===== config.mk =====
export PLATFORM = sky130hd
export DESIGN_NAME = nr_convergence_monitor
export DESIGN_NICKNAME = d
export VERILOG_FILES = /design/src/rtl/nr_pkg.sv /design/src/rtl/fp_mag_max3.sv /design/src/rtl/nr_convergence_monitor.sv
export SDC_FILE = /design/constraint.sdc
export NUM_CORES = 1
export LEC_CHECK = 0
export ABC_AREA = 1
export BUFFER_PORTS_ARGS = -buffer_cell sky130_fd_sc_hd__clkbuf_2
export CAP_MARGIN = 10
export CELL_PAD_IN_SITES_DETAIL_PLACEMENT = 1
export CELL_PAD_IN_SITES_GLOBAL_PLACEMENT = 1
export CORE_UTILIZATION = 35
export DETAILED_ROUTE_END_ITERATION = 10
export PLACE_DENSITY = 0.91
export SETUP_SLACK_MARGIN = 0.02
export SLEW_MARGIN = 20
export SYNTH_ARGS = -nofsm -noshare
export SYNTH_HDL_FRONTEND = slang
export SYNTH_SLANG_ARGS = --single-unit
export TNS_END_PERCENT = 30

===== constraint.sdc =====
create_clock -name clk -period 4.5 [get_ports clk]
set_input_delay 0.9 -clock clk [delete_from_list [all_inputs] [get_ports clk]]
set_output_delay 0.9 -clock clk [all_outputs]
set_load 0.01 [all_outputs]

===== src/rtl/nr_pkg.sv =====
// Shared definitions for the Newton-Raphson convergence monitor:
// status codes, FSM states, and IEEE-754 single-precision field helpers.
package nr_pkg;

  localparam logic [1:0] ST_NONE    = 2'b00;
  localparam logic [1:0] ST_CONV    = 2'b01;
  localparam logic [1:0] ST_MAXITER = 2'b10;
  localparam logic [1:0] ST_FAULT   = 2'b11;

  localparam int         FP_EXP_MSB = 30;
  localparam int         FP_EXP_LSB = 23;
  localparam logic [7:0] FP_EXP_MAX = 8'hFF;

  typedef enum logic [1:0] {S_IDLE, S_RUN, S_DONE} mon_state_t;

  // Sign-cleared bit pattern; orders non-NaN floats by magnitude as an unsigned integer.
  function automatic logic [30:0] fp_mag(input logic [31:0] x);
    return x[30:0];
  endfunction

  function automatic logic fp_nonfinite(input logic [31:0] x);
    return x[FP_EXP_MSB:FP_EXP_LSB] == FP_EXP_MAX;
  endfunction

  function automatic logic fp_is_nan(input logic [31:0] x);
    return fp_nonfinite(x) && (x[FP_EXP_LSB-1:0] != '0);
  endfunction

endpackage


===== src/rtl/fp_mag_max3.sv =====
// Largest magnitude of three floats (integer compare on sign-cleared bits)
// plus a flag raised when any input is Inf or NaN.
module fp_mag_max3
  import nr_pkg::*;
(
  input  logic [31:0] a,
  input  logic [31:0] b,
  input  logic [31:0] c,
  output logic [30:0] mag_max,
  output logic        nonfinite
);

  logic [30:0] ma, mb, mc, mab;

  always_comb begin
    ma        = fp_mag(a);
    mb        = fp_mag(b);
    mc        = fp_mag(c);
    mab       = (ma >= mb) ? ma : mb;
    mag_max   = (mab >= mc) ? mab : mc;
    nonfinite = fp_nonfinite(a) | fp_nonfinite(b) | fp_nonfinite(c);
  end

endmodule


===== src/rtl/nr_convergence_monitor.sv =====
// Watches solver strobes, forms max|f_i|, and decides converged / iteration
// limit / non-finite fault through a two-stage pipeline; halts the solver on a decision.
module nr_convergence_monitor
  import nr_pkg::*;
#(
  parameter int W  = 32,
  parameter int CW = 6
) (
  input  logic          clk,
  input  logic          rst,
  input  logic          start,
  input  logic [CW-1:0] num_cycles,
  input  logic [W-1:0]  tol,
  input  logic          f_stb,
  input  logic [W-1:0]  x0,
  input  logic [W-1:0]  x1,
  input  logic [W-1:0]  x2,
  input  logic [W-1:0]  f0,
  input  logic [W-1:0]  f1,
  input  logic [W-1:0]  f2,
  output logic          busy,
  output logic          done,
  output logic          halt,
  output logic [1:0]    status,
  output logic [6:0]    iter_cnt,
  output logic [W-1:0]  res_norm,
  output logic [W-1:0]  res_x0,
  output logic [W-1:0]  res_x1,
  output logic [W-1:0]  res_x2
);

  mon_state_t    state_q, state_d;
  logic [W-1:0]  tol_q;
  logic [CW-1:0] ncyc_q;
  logic [6:0]    limit;
  logic [30:0]   f_mag_max, s1_m;
  logic          f_nonfin, s1_fault, s1_vld;
  logic          accept, conv, decide;
  logic [1:0]    dec_status;

  fp_mag_max3 u_fmax (
    .a         (f0),
    .b         (f1),
    .c         (f2),
    .mag_max   (f_mag_max),
    .nonfinite (f_nonfin)
  );

  always_comb begin
    limit  = (ncyc_q == '0) ? 7'd64 : 7'(ncyc_q);
    conv   = (s1_m <= fp_mag(tol_q)) && !fp_is_nan(tol_q);
    decide = s1_vld && (s1_fault || conv || (iter_cnt == limit));
    // The deciding cycle refuses a new strobe so nothing lands after the result.
    accept = f_stb && !start && (state_q == S_RUN) && !decide;
    dec_status = s1_fault ? ST_FAULT : (conv ? ST_CONV : ST_MAXITER);
  end

  always_comb begin
    state_d = state_q;
    if (start) state_d = S_RUN;
    else if (state_q == S_RUN && decide) state_d = S_DONE;
  end

  always_ff @(posedge clk) begin
    if (rst) begin
      state_q  <= S_IDLE;
      tol_q    <= '0;
      ncyc_q   <= '0;
      s1_vld   <= 1'b0;
      s1_m     <= '0;
      s1_fault <= 1'b0;
      iter_cnt <= '0;
      status   <= ST_NONE;
      done     <= 1'b0;
      res_norm <= '0;
      res_x0   <= '0;
      res_x1   <= '0;
      res_x2   <= '0;
    end else begin
      state_q <= state_d;
      if (start) begin
        tol_q    <= tol;
        ncyc_q   <= num_cycles;
        s1_vld   <= 1'b0;
        iter_cnt <= '0;
        status   <= ST_NONE;
        done     <= 1'b0;
        res_norm <= '0;
        res_x0   <= '0;
        res_x1   <= '0;
        res_x2   <= '0;
      end else begin
        s1_vld <= accept;
        if (accept) begin
          res_x0   <= x0;
          res_x1   <= x1;
          res_x2   <= x2;
          s1_m     <= f_mag_max;
          s1_fault <= f_nonfin | fp_nonfinite(x0) | fp_nonfinite(x1) | fp_nonfinite(x2);
          if (iter_cnt != 7'd64) iter_cnt <= iter_cnt + 7'd1;
        end
        if (s1_vld) res_norm <= {1'b0, s1_m};
        if (decide) begin
          status <= dec_status;
          done   <= 1'b1;
        end
      end
    end
  end

  assign busy = (state_q == S_RUN);
  assign halt = done;

endmodule


==> summary.txt <==
status - finished clean
Yosys reg bits - 209
post-synth top area cell - dfxtp_1
WL final - 43500 um
Slew @ Worst Pin - 0.988 ns
clock buffer depth - 3
met1 GRT Util - 0.266
Setup CP Type - in2reg
critical path depth - 29
Placeable Area - 31600 um^2
register area share after synthesis - 0.373
CP startpoint kind - input port
final hold slack - 0.466 ns
DR DRC count - 0
met3 usage - 0.0572
crit-path max FO - 29
worst hold path type - reg2reg
DRT iter0 DRCs - 464
Register-to-Register Path Depth - 18
Initial Utilization - 0.356
initial antenna violation count - 5
FILL cells - 4154
CTS root buffer - clkbuf_16
RR Endpoint - res_x0[14]$_SDFFE_PP0P_
Area contributors post-synth - dfxtp_1, ha_1, nor2_1
most common cell after layout, fill and taps aside - clkbuf_2
Period minus WS final - 4.19 ns
Setup crit end kind - flop
final core occ - 0.469
CTS Sinks - 209
GP Congestion - 0.866
Via density - 5.11
Post-Synthesis Cell Area - 11200 um^2
clock transition at the registers of the reported paths - 0.06 ns
final hold vios - 0
CP bufs+invs - 6
GR Util All Layers - 0.260
share of cells above drive strength 1 - 0.253
fin nets - 2368
Post-DRT Antenna Nets - 0
Most common cell on crit path - nand2_1
yosys warns - 0
area of the die - 32800 um^2
first-pass GRT wire length - 68200 um
Synthesized Nets - 1963
most frequent cells in the layout - clkbuf_2, nor2_1, nand2_1
maxcap violations - 0
period utilisation layout - 0.931
Hold Path Stages - 2
Hold Path End - res_x1[23]$_SDFFE_PP0P_
RSZ-0062 raised after global routing - yes
worst slack, placed - -0.262 ns
pin count of the biggest net entering global routing - 72
PnR worst setup slack - 0.311 ns
CP peak stage delay - 0.30 ns
Synth Instances - 1634
Cell Pwr Density - 334 nW/um^2
via count - 12583
GR peak layer - met2
CTS tree - done
Avg Cell Area, Syn - 6.87 um^2
# port buffers - 368
Fmax - 0.239 GHz
global route total overflow - 0
FF-to-FF Start - tol_q[9]$_SDFFE_PP0P_
post-CTS setup buffers - 0
setup slack, reg-to-reg - 1.28 ns
First-pass DRT Iterations - 4
CTS Buf Count - 23
CP Data Required Time - 4.96 ns
Die H - 181 um
Max Slew Vio Count - 0
area fraction of the dominant cell type after synthesis - 0.373
Worst Hold Launch - res_x1[23]$_SDFFE_PP0P_
final setup vio count - 0
M2 GR Usage - 0.497
register area - 4190 um^2
Yosys cell types - 38
Pleak - 7.56 nW
Worst Skew - 0.0182 ns
Horiz. Die Dim - 181 um
row cnt - 65
maximum VDD drop - 0.000213 V
Worst path slowest cell - ha_1
io pins - 374
critical path's top delay family - simple AND/OR/NAND/NOR gates
Slew headroom - 0.337
Multi-input gate area - 5930 um^2
crit path DAT - 4.65 ns
drt wl/cell - 17.7 um
area added between synthesis and finish - 31.7%
vias in the first global route - 13278
Final HPWL DP - 33600 um
H-tree Lvls - 1
clk_lat worst skew - 0.53 ns
==> per-stage QoR <==
stage	instances	setup TNS [ns]	area, um^2	power, mW
floorplan	1634	0	11200	2.54
global placement	2416	-0.719	14000	2.92
detailed placement	2416	-5.34	14000	2.99
CTS	2457	0	14800	4.99
global route	2461	-0.00241	14800	5.19
finish	2461	0	14800	4.95
==> synthesized netlist by cell type (all sizes together) <==
library cell	number
and2	30
and3	2
o21a	1
conb	1
a21boi	1
nand3	110
inv	196
o21ai	153
a21o	2
clkbuf	62
xnor2	1
a21oi	117
buf	23
xor2	2
nor2	287
nor3	9
o22ai	2
nand3b	1
or2	2
o211ai	1
dfxtp	209
nand4	32
nand2	277
a32oi	1
a211oi	8
a31oi	1
a221oi	1
nor4	6
ha	95
clkinv	1
==> cell type report <==
type / count / area share
repair buffers: 465 / 0.178
flip-flops and latches: 209 / 0.283
well taps: 402 / 0.0340
clock inverters: 10 / 0.00829
inverters: 197 / 0.0500
diodes: 4 / 0.000677
clock buffers: 31 / 0.0457
multi-input cells: 1143 / 0.401
==> report_power, final <==
| part | internal (mW) | switching, mW | total (mW) |
|---|---|---|---|
| Sequential | 1.91 | 0.0331 | 1.94 |
| Clock | 1.18 | 0.805 | 1.98 |
| Combinational | 0.417 | 0.611 | 1.03 |
| Total | 3.50 | 1.45 | 4.95 |
==> flip-flops by register name, indices dropped and copies added (netlist names), 6 cells and up <==
name and count:
res_x0 32, res_x1 32, res_x2 32, res_norm 31, s1_m 31, tol_q 31
iter_cnt 7, ncyc_q 6
==> cell families (layout without fill, tap and decap cells) <==
family | count (synthesis) | count (layout) | share of synthesized area
AOI/OAI and AO/OA | 288 | 288 | 0.133
xor gates and xnor gates | 3 | 3 | 0.00234
adders and majority gates | 95 | 95 | 0.106
buffers and inverters | 282 | 703 | 0.102
DFF | 209 | 209 | 0.373
other | 1 | 5 | 0.000334
and+or+nand+nor | 756 | 756 | 0.284
==> worst max path at each step <==
stage	start	end	slack, ns
3_5_place_dp	f1[24]	s1_m[3]$_SDFFE_PP0P_	-0.26
4_1_cts	f1[24]	s1_m[4]$_SDFFE_PP0P_	0.28
2_1_floorplan	f1[24]	s1_m[10]$_SDFFE_PP0P_	0.44
3_3_place_gp	f1[24]	s1_m[4]$_SDFFE_PP0P_	-0.08
6_report	f1[10]	s1_m[1]$_SDFFE_PP0P_	0.31
5_1_grt	f1[10]	s1_m[26]$_SDFFE_PP0P_	-0.002
==> worst reg2reg max path, cell delays in order, from the launching register on <==
cell and delay (ns):
dfxtp_1 0.35, inv_1 0.10, ha_1 0.30, nand2_1 0.06
inv_1 0.09, nand2_1 0.07, nor3_2 0.20, nand2_1 0.10
nand2_1 0.06, nand2_1 0.05, nand2_1 0.06, nand2_1 0.08
nand2_2 0.10, nand3_2 0.11, nand2_2 0.25, nand2_4 0.36
buf_12 0.33, o21ai_0 0.36, nor2_1 0.08
==> what timing repair did <==
action,in CTS,in global routing
hold buffers,0,0
endpoints found under the setup margin,0,29
gates resized for setup,0,3
==> per-layer routing <==
| layer | part of all wire | vias to the layer above |
|---|---|---|
| met4 | 0.048 | 2 |
| met5 | 0.00030 | - |
| met3 | 0.062 | 126 |
| met2 | 0.51 | 392 |
| li1 | - | 6090 |
| met1 | 0.38 | 5973 |
No activity file was read; power rests on OpenSTA's default activity.
